### src/rtl/btb_next_pc.sv
// Direct-mapped branch target buffer with 2-bit saturating counters.
// Produces the predicted next fetch PC; trained from the EX stage.
module btb_next_pc #(
   parameter int IndexBits = 4,
   parameter int AddrBits  = 32
) (
   input  logic                Clock,
   input  logic                Reset,
   input  logic                ClockEnable,
   input  logic [AddrBits-1:0] PC,
   input  logic                UpdEn,
   input  logic [AddrBits-1:0] UpdPC,
   input  logic                UpdTaken,
   input  logic [AddrBits-1:0] UpdTarget,
   output logic                Hit,
   output logic                PredTaken,
   output logic [AddrBits-1:0] PredTarget,
   output logic [AddrBits-1:0] NextPC
);

   localparam int Entries = 1 << IndexBits;
   localparam int TagBits = AddrBits - IndexBits - 2;

   logic                valid_q  [Entries];
   logic [TagBits-1:0]  tag_q    [Entries];
   logic [AddrBits-1:0] target_q [Entries];
   logic [1:0]          ctr_q    [Entries];

   logic [IndexBits-1:0] lk_idx;
   logic [TagBits-1:0]   lk_tag;
   logic [IndexBits-1:0] up_idx;
   logic [TagBits-1:0]   up_tag;
   logic                 up_match;

   assign lk_idx = PC[IndexBits+1:2];
   assign lk_tag = PC[AddrBits-1:IndexBits+2];
   assign up_idx = UpdPC[IndexBits+1:2];
   assign up_tag = UpdPC[AddrBits-1:IndexBits+2];

   // Invalid entries are masked so stale tag/target bits never leak out.
   assign Hit        = valid_q[lk_idx] && (tag_q[lk_idx] == lk_tag);
   assign PredTaken  = Hit && ctr_q[lk_idx][1];
   assign PredTarget = Hit ? target_q[lk_idx] : '0;
   assign NextPC     = PredTaken ? PredTarget : PC + AddrBits'(4);

   assign up_match = valid_q[up_idx] && (tag_q[up_idx] == up_tag);

   always_ff @(posedge Clock) begin
      if (Reset) begin
         for (int i = 0; i < Entries; i++) begin
            valid_q[i] <= 1'b0;
            ctr_q[i]   <= 2'b00;
         end
      end else if (ClockEnable && UpdEn) begin
         if (up_match) begin
            if (UpdTaken) begin
               if (ctr_q[up_idx] != 2'b11)
                  ctr_q[up_idx] <= ctr_q[up_idx] + 2'd1;
               target_q[up_idx] <= UpdTarget;
            end else if (ctr_q[up_idx] != 2'b00) begin
               ctr_q[up_idx] <= ctr_q[up_idx] - 2'd1;
            end
         end else if (UpdTaken) begin
            // Taken miss: allocate weakly taken, evicting any alias.
            valid_q[up_idx]  <= 1'b1;
            tag_q[up_idx]    <= up_tag;
            target_q[up_idx] <= UpdTarget;
            ctr_q[up_idx]    <= 2'b10;
         end
      end
   end

endmodule

### config.mk
export PLATFORM = sky130hd
export DESIGN_NAME = btb_next_pc
export DESIGN_NICKNAME = d
export VERILOG_FILES = /design/src/rtl/btb_next_pc.sv
export SDC_FILE = /design/constraint.sdc
export NUM_CORES = 1
export LEC_CHECK = 0
export CORE_ASPECT_RATIO = 1.75
export CORE_UTILIZATION = 30
export CTS_CLUSTER_DIAMETER = 60
export DETAILED_ROUTE_END_ITERATION = 12
export PLACE_DENSITY = 0.53
export SETUP_SLACK_MARGIN = 0.15
export SLEW_MARGIN = 15
export SYNTH_ARGS = -nofsm -noshare
export SYNTH_HDL_FRONTEND = slang
export SYNTH_SLANG_ARGS = --single-unit
### constraint.sdc
create_clock -name Clock -period 5.65 [get_ports Clock]
set_input_delay 1.13 -clock Clock [delete_from_list [all_inputs] [get_ports Clock]]
set_output_delay 1.13 -clock Clock [all_outputs]
set_load 0.03 [all_outputs]
# Yosys cells after proc, flatten, opt, wreduce, memory -nomap -nowiden
# Memory sizes are Yosys's and may differ from the RTL's.
# Index checks and enable logic that the tools add are counted.
# word_totals
reg_bits	0
ram_bits	976
out_inout_bits	66
elab_cells	54
memories	4
# op_classes
add_sub_neg	3
eq_ne	3
n_mux	34
bitwise_logic	3
n_reduce_logical	7
# memory_table
name	words	word_bits	read_ports	rd_ports_with_merged_regs	write_ports	line_no	text
target_q	16	32	1	0	1	26	logic [AddrBits-1:0] target_q [Entries];
tag_q	16	26	2	0	1	25	logic [TagBits-1:0] tag_q [Entries];
ctr_q	16	2	2	0	16	27	logic [1:0] ctr_q [Entries];
valid_q	16	1	2	0	16	24	logic valid_q [Entries];
# op_table
operator	n
32-bit two-way mux	3
26-bit equality test	2
32-bit by 3-bit adder with 32-bit output, second input constant	1
1-bit two-way mux	26
4-bit two-way mux	2
2-bit two-way mux	3
1-bit logical AND	4
1-bit OR	3
2-bit by 1-bit adder with 2-bit output, second input constant	1
2-bit inequality test, second input constant	1
2-bit nonzero test	1
2-bit OR reduction	1
2-bit by 1-bit subtractor with 2-bit output, second input constant	1
1-bit OR reduction	1

# Depth between registers and ports, before layout
# Gate-level depths: netlist (run 1).
# An unclocked memory read counts as a cell.
# depth
depth_word	12
mapped_depth	16

# Least setup slack after synthesis (run 1)
# OpenSTA, ideal clock, no wires.
# synth_path
path_kind	in2out
startpoint	input PC[2]
endpoint	output NextPC[2]
arrival_ns	4.743
required_ns	4.520
path_slack_ns	-0.223
path_stages	13
path_cell_list	buf_6 -> buf_6 -> buf_2 -> buf_2 -> buf_2 -> mux4_2 -> a211oi_1 -> a21oi_1 -> xor2_1 -> nand4b_1 -> nor4_4 -> buf_6 -> mux2i_1
# synth_via
elab_chain_cells	5
# synth_rtl
item	line_no	text
start: declaration	10	input logic [AddrBits-1:0] PC,
memory 16 x 26 bit	-	
26-bit equality test	41	assign Hit = valid_q[lk_idx] && (tag_q[lk_idx] == lk_tag);
1-bit logical AND	41	
32-bit two-way mux or 1-bit logical AND (tied branches)	43, 42	
32-bit two-way mux *	44	assign NextPC = PredTaken ? PredTarget : PC + AddrBits'(4);
end: declaration	18	output logic [AddrBits-1:0] NextPC
# Every way passes the cells marked *; elsewhere a longest branch is shown, timed or not.

# Worst setup path after layout (run 1)
# layout_path
startpoint	input PC[2]
endpoint	output NextPC[1]
# Same word-level chain as after synthesis.

==> results_dict.tcl, run 1 <==
set metrics [dict create \
    r2r_slack_ns 1.96 \
    vias 24000 \
    cp_num_buf_inv 9 \
    wirelength_mm 135 \
    synth.cell_area_um2 43100 \
    tns_ns -16.24 \
    grt_antenna_before_repair 13 \
    synth_top_area_share 0.669 \
    coreArea_um2 142000 \
    synthTopCellsByArea "edfxtp_1 (67%), mux4_2 (18%), mux2i_1 (2.7%), mux2_2 (1.2%), xnor2_1 (1.2%)" \
    dp_cells 4332 \
    async_flop_share 0 \
    worstPathRequired_ns 4.52 \
    portBuffers 164 \
    syn_inst 2184 \
    hold_end "valid_q[14]" \
    holdBufCountCts 0 \
    grt_remaining_overflow 0 \
    hold_violations 0 \
    drt-pass1-iter-count 10 \
    fin_crit_ns 5.99 \
    start_util 0.303 \
    min_path_type "reg -> reg" \
    rr_worst_depth 11 \
    numCtsBuffers 88 \
    cts-htree-levels 3 \
    setup_ws_ns -0.338 \
    yosysTopAreaCell "edfxtp_1" \
    yosys_warnings 0 \
    drive_gt1_frac 0.383 \
    critical_path_class "in -> out" \
    fin_crit_sh 1.06 \
    wire_per_inst_um 29.6 \
    cp_max_fo 6 \
    syn_area_per_cell_um2 19.7 \
    synth_common_cells "edfxtp_1 (960), mux4_2 (353), mux2i_1 (118)" \
    irDropWorstVdd_mv 0.289 \
    cts_sinks 976 \
    fin_nets 2729 \
    rsz0062_at_grt "yes" \
    outcome "complete, but fails checks" \
    clock_skew_ns 0.0253 \
    core.rowCount 183 \
    synth_nets 2286 \
    place_congestion 0.863 \
    fmax_mhz 167 \
    clock_latency_ns 0.71 \
    clock_path_buffers 3 \
    slew_headroom 0.445 \
    cts.clk_slew.worst_paths_ns 0.06 \
    die_h_um 503 \
    p_leak_nw 17.4 \
    grt_pass1_wl_mm 191 \
    dr.first_iter.drc_count 2011 \
    yosysUniqueCellTypes 61 \
    finalNonFillerCells 4556 \
    critical_path_arrival_ns 4.86 \
    via_per_inst 5.26 \
    r2r_start "tag_q[4][17]" \
    ys_seq_area_frac 0.677 \
    crit_chain "buf_16, buf_12, buf_6, buf_12, mux4_2, mux2i_1, a21oi_2, xnor2_2, or4b_1, or4b_4, nor4_4, buf_6, buf_6, buf_16, buf_6, mux2_2, buf_6" \
    cts-root-buf "clkbuf_16" \
    slew_viol_final 0 \
    cp_slowest_cell "or4b_4" \
    critPathTopFamily "buffers and inverters" \
    power_per_cell_area_nw_per_um2 290 \
    setup_violations 66 \
    cts_tree "built" \
    synth.most_common_cell "edfxtp_1" \
    post-route-drc-count 10 \
    grt_max_degree 66 \
    min-delay-start "valid_q[14]" \
    grt_pass1_vias 26100 \
    synth_edf_count 960 \
    synth_ff_type "edfxtp_1" \
    cp-start-kind "input pin" \
    ant_nets 0 \
    worstMarginPinSlew_ns 0.830 \
    crit_top_cell "buf_6" \
    num_io_pins 167 \
    area_growth_pct 24.3 \
    ys_seq_elements 976 \
    worst_r2r_endpoint "ctr_q[6][1]" \
    die_x_um 288 \
    max_stage_delay_ns 0.55 \
    violations "design-rule violations, negative setup slack" \
    hpwl_mm 91.8 \
    die-area_um2 145000 \
    crit_path_end_kind "output port" \
    fillers 12900 \
    hold_depth 2 \
    grtUsageTotal 0.187 \
    drv_cap 0 \
]
how the worst max path moves through the flow:
stage / startpoint / end / cells past startpoint / slack [ns]
5_1_grt: PC[2] / NextPC[1] / 18 / -0.41
4_1_cts: PC[2] / NextPC[1] / 13 / -0.33
2_1_floorplan: PC[2] / PredTarget[10] / 12 / 0.10
3_3_place_gp: PC[2] / NextPC[4] / 13 / -0.72
6_report: PC[2] / NextPC[1] / 17 / -0.34
3_5_place_dp: PC[2] / NextPC[4] / 13 / -0.77
registers in the layout, summed over array words and instances (netlist names):
name	count
target_q	512
tag_q	416
ctr_q	32
valid_q	16
routing by layer:
metal  GRT usage  wire length, µm  vias up
li1            -                -    10000
met1       0.210            49100    12900
met2       0.344            72100      834
met3      0.0307             6980      249
met4      0.0831             6480       12
met5           0               92        -
placed cells by master, fill, tap and decap left out, types with 10 or more instances in the layout:
cell type and count:
mux2i_1 116, clkdlybuf4s50_1 90, xor2_1 34, xnor2_1 55
buf_4 240, o22ai_1 21, a211oi_1 16, buf_12 57
nor2_4 34, nand3_1 28, mux2_2 18, dfxtp_1 16
a22oi_1 27, and3_1 14, clkinv_1 19, a21oi_1 25
clkbuf_16 89, mux4_2 355, o21bai_1 16, mux2_4 29
clkinv_2 15, clkbuf_1 12, buf_6 89, nor3_1 15
nor2b_4 31, buf_16 10, nor2_1 36, nor2b_1 28
nand4_1 12, edfxtp_1 960, nand2_1 40, inv_1 21
final cells by class:
cell class	instances	area, µm²	share of cell area
antenna	6	15.0	0.000280
clock buffer	100	2250	0.0420
clock inverter	63	637	0.0119
inverter	24	93.8	0.00175
multi-input combinational	1043	13900	0.259
sequential	976	29100	0.544
tap	1850	2310	0.0432
timing repair buffer	494	5220	0.0975
report_power, final:
part           total, mW  internal [mW]  switching [mW]
logic               1.42          0.662           0.755
clock network       6.10           3.28            2.82
registers           7.99           7.98          0.0128
total               15.5           11.9            3.59
through the flow:
step,utilization,setup slack [ns],power [mW],area [µm²],hold WS [ns]
floorplan,-,0.100,8.86,43300,0.459
global placement,0.348,-0.719,9.47,49400,0.466
detailed placement,0.348,-0.769,9.49,49400,0.480
CTS,0.374,-0.329,15.6,53200,0.490
global route,0.377,-0.411,15.9,53500,0.519
finish,0.377,-0.338,15.5,53600,0.484
worst min-delay path, stage by stage (launching register included):
cell,delay (ns)
dfxtp_1,0.31
inv_1,0.05
o22ai_1,0.07
repair_timing:
| item | in CTS | in global routing |
|---|---|---|
| endpoints found under the hold margin | 0 | 0 |
| setup endpoints to repair | 66 | 66 |
| gates resized for setup | 222 | 52 |
| cloned | 5 | 1 |
| setup buffers | 39 | 10 |
| pin swaps | 3 | 9 |
logic make-up after synthesis:
family	synth area share
AND/OR/NAND/NOR	0.0347
adder cells (fa/ha/maj)	0.000290
XOR/XNOR	0.0193
multiplexers	0.227
AO/OA/AOI/OAI	0.0233
buffers and inverters	0.0184
flip-flops	0.677
Note: power is estimated with default switching activity, not from simulation.
==> run 2: changes to the inputs <==
==> constraint.sdc (replaced) <==
create_clock -name Clock -period 5.65 [get_ports Clock]
set_input_delay 1.13 -clock Clock [delete_from_list [all_inputs] [get_ports Clock]]
set_output_delay 1.13 -clock Clock [all_outputs]
set_load 0.05 [all_outputs]
==> run 2 against run 1 <==
Compared with the run above: the flow still finishes with violations (design-rule violations, negative setup slack); count of clock-buffer cells in the layout shrank 1; utilization shrank 0.29 points; worst setup slack gained 0.071 ns; critical path depth shrank 3; first-iteration DRC count shrank 7.7%; global-route usage shrank 0.43 points; final cell count shrank 1.9%; clock skew shrank 0.0033 ns; die area is the same; maximum frequency grew 1.2%; clock power grew 4.8%; final area shrank 0.76%.
==> results_dict.tcl, run 2 (synthesis results as in run 1) <==
set metrics [dict create \
    holdBufCountCts 0 \
    vias 23500 \
    die_x_um 288 \
    num_io_pins 167 \
    cp_slowest_cell "mux4_2" \
    slew_viol_final 0 \
    fin_crit_sh 1.05 \
    wire_per_inst_um 29.5 \
    core.rowCount 183 \
    crit_chain "buf_12, buf_12, mux4_2, mux4_2, xor2_2, or4b_1, or4b_4, nor4_4, buf_6, buf_6, buf_6, buf_12, mux2_4, buf_8" \
    critical_path_class "in -> out" \
    die-area_um2 145000 \
    use_met1 0.212 \
    cp_max_fo 8 \
    largest_reg_flops 512 \
    largestRegisters "target_q: 512 flops, tag_q: 416 flops, ctr_q: 32 flops" \
    coreArea_um2 142000 \
    critical_path_arrival_ns 4.79 \
    violations "design-rule violations, negative setup slack" \
    irDropWorstVdd_mv 0.266 \
    grt_remaining_overflow 0 \
    hold_violations 0 \
    finalNonFillerCells 4469 \
    ant_nets 0 \
    grt_use_met3 0.0278 \
    placed_cell_area_um2 49400 \
    grt_antenna_before_repair 9 \
    clock_path_buffers 3 \
    grt_pass1_wl_mm 188 \
    cts-htree-levels 3 \
    wirelength_mm 132 \
    power_per_cell_area_nw_per_um2 296 \
    area_growth_pct 23.4 \
    drt-pass1-iter-count 9 \
    setup_violations 66 \
    max_stage_delay_ns 0.61 \
    grt_max_degree 78 \
    tns_ns -11.77 \
    setup_ws_ns -0.266 \
    worstPathRequired_ns 4.52 \
    fmax_mhz 169 \
    mostFrequentLayoutCells "edfxtp_1 (960), mux4_2 (355), buf_4 (181)" \
    met2_usage 0.335 \
    min_path_type "reg -> reg" \
    regMostFlops "target_q" \
    p_leak_nw 17.0 \
    cts.clk_slew.worst_paths_ns 0.07 \
    portBuffers 164 \
    worstMarginPinSlew_ns 1.04 \
    hold_depth 2 \
    start_util 0.303 \
    grt_pass1_vias 25300 \
    cts_tree "built" \
    fin_nets 2640 \
    hpwl_mm 89.0 \
    rsz0062_at_grt "yes" \
    fin_crit_ns 5.92 \
    rr_worst_depth 11 \
    cts_sinks 976 \
    clock_latency_ns 0.70 \
    design_area_um2 53100 \
    dr.first_iter.drc_count 1856 \
    pre_cts_ws_ns -0.482 \
    fillers 12900 \
    crit_path_end_kind "output port" \
    slew_headroom 0.304 \
    layout_commonest_cell "edfxtp_1" \
    outcome "complete, but fails checks" \
    busiest_layer "met2" \
    numCtsBuffers 87 \
    cts-root-buf "clkbuf_16" \
    cp-start-kind "input pin" \
    place_congestion 0.855 \
    post-route-drc-count 6 \
    dp_cells 4279 \
    drv_cap 0 \
    via_per_inst 5.27 \
    drive_gt1_frac 0.362 \
    die_h_um 503 \
    clock_skew_ns 0.0220 \
    grtUsageTotal 0.183 \
]
## run 2: per-layer routing
layer | vias to the layer above | part of all wire
li1 | 9846 | -
met1 | 12600 | 0.37
met2 | 841 | 0.54
met3 | 214 | 0.053
met4 | 10 | 0.039
met5 | - | 0.00051
## run 2: path summary, 6_finish.rpt
kind               start           end  slack [ns]
max                PC[2]     NextPC[4]       -0.27
min          valid_q[15]   valid_q[15]        0.49
max reg2reg  tag_q[7][4]  ctr_q[11][1]        1.97
min reg2reg  valid_q[15]   valid_q[15]        0.49
## run 2: report_power, final
part / internal [mW] / total, mW / switching (mW)
sequential: 7.98 / 7.99 / 0.0127
clock: 3.63 / 6.39 / 2.76
combinational: 0.610 / 1.37 / 0.759
total: 12.2 / 15.8 / 3.53
## run 2: what timing repair did
action / 4_1_cts / 5_1_grt
endpoints found under the setup margin: 66 / 66
pin swaps: 3 / 4
resized for setup: 110 / 17
gates cloned: 4 / 0
buffers inserted: 11 / 5
## run 2: per-stage QoR
stage / power [mW] / util / hold slack (ns)
detailed placement: 9.48 / 0.347 / 0.477
finish: 15.8 / 0.374 / 0.491
CTS: 15.9 / 0.373 / 0.488
global route: 16.2 / 0.374 / 0.519
floorplan: 8.88 / - / 0.459
global placement: 9.46 / 0.347 / 0.467
## run 2: worst max-delay path, delay by kind of cell
kind / cells / cell delay, ns
AND/OR/NAND/NOR: 3 / 1.15
buffers and inverters: 7 / 0.84
multiplexers: 3 / 1.44
XOR/XNOR: 1 / 0.19
## run 2: cell type report
type	instances	area [µm²]	area share
Antenna cell	7	17.5	0.000330
Clock inverter	64	817	0.0154
Tap cell	1850	2310	0.0436
Multi-Input combinational cell	1043	13800	0.260
Timing Repair Buffer	406	4690	0.0882
Sequential cell	976	29100	0.549
Clock buffer	99	2240	0.0422
Inverter	24	90.1	0.00170
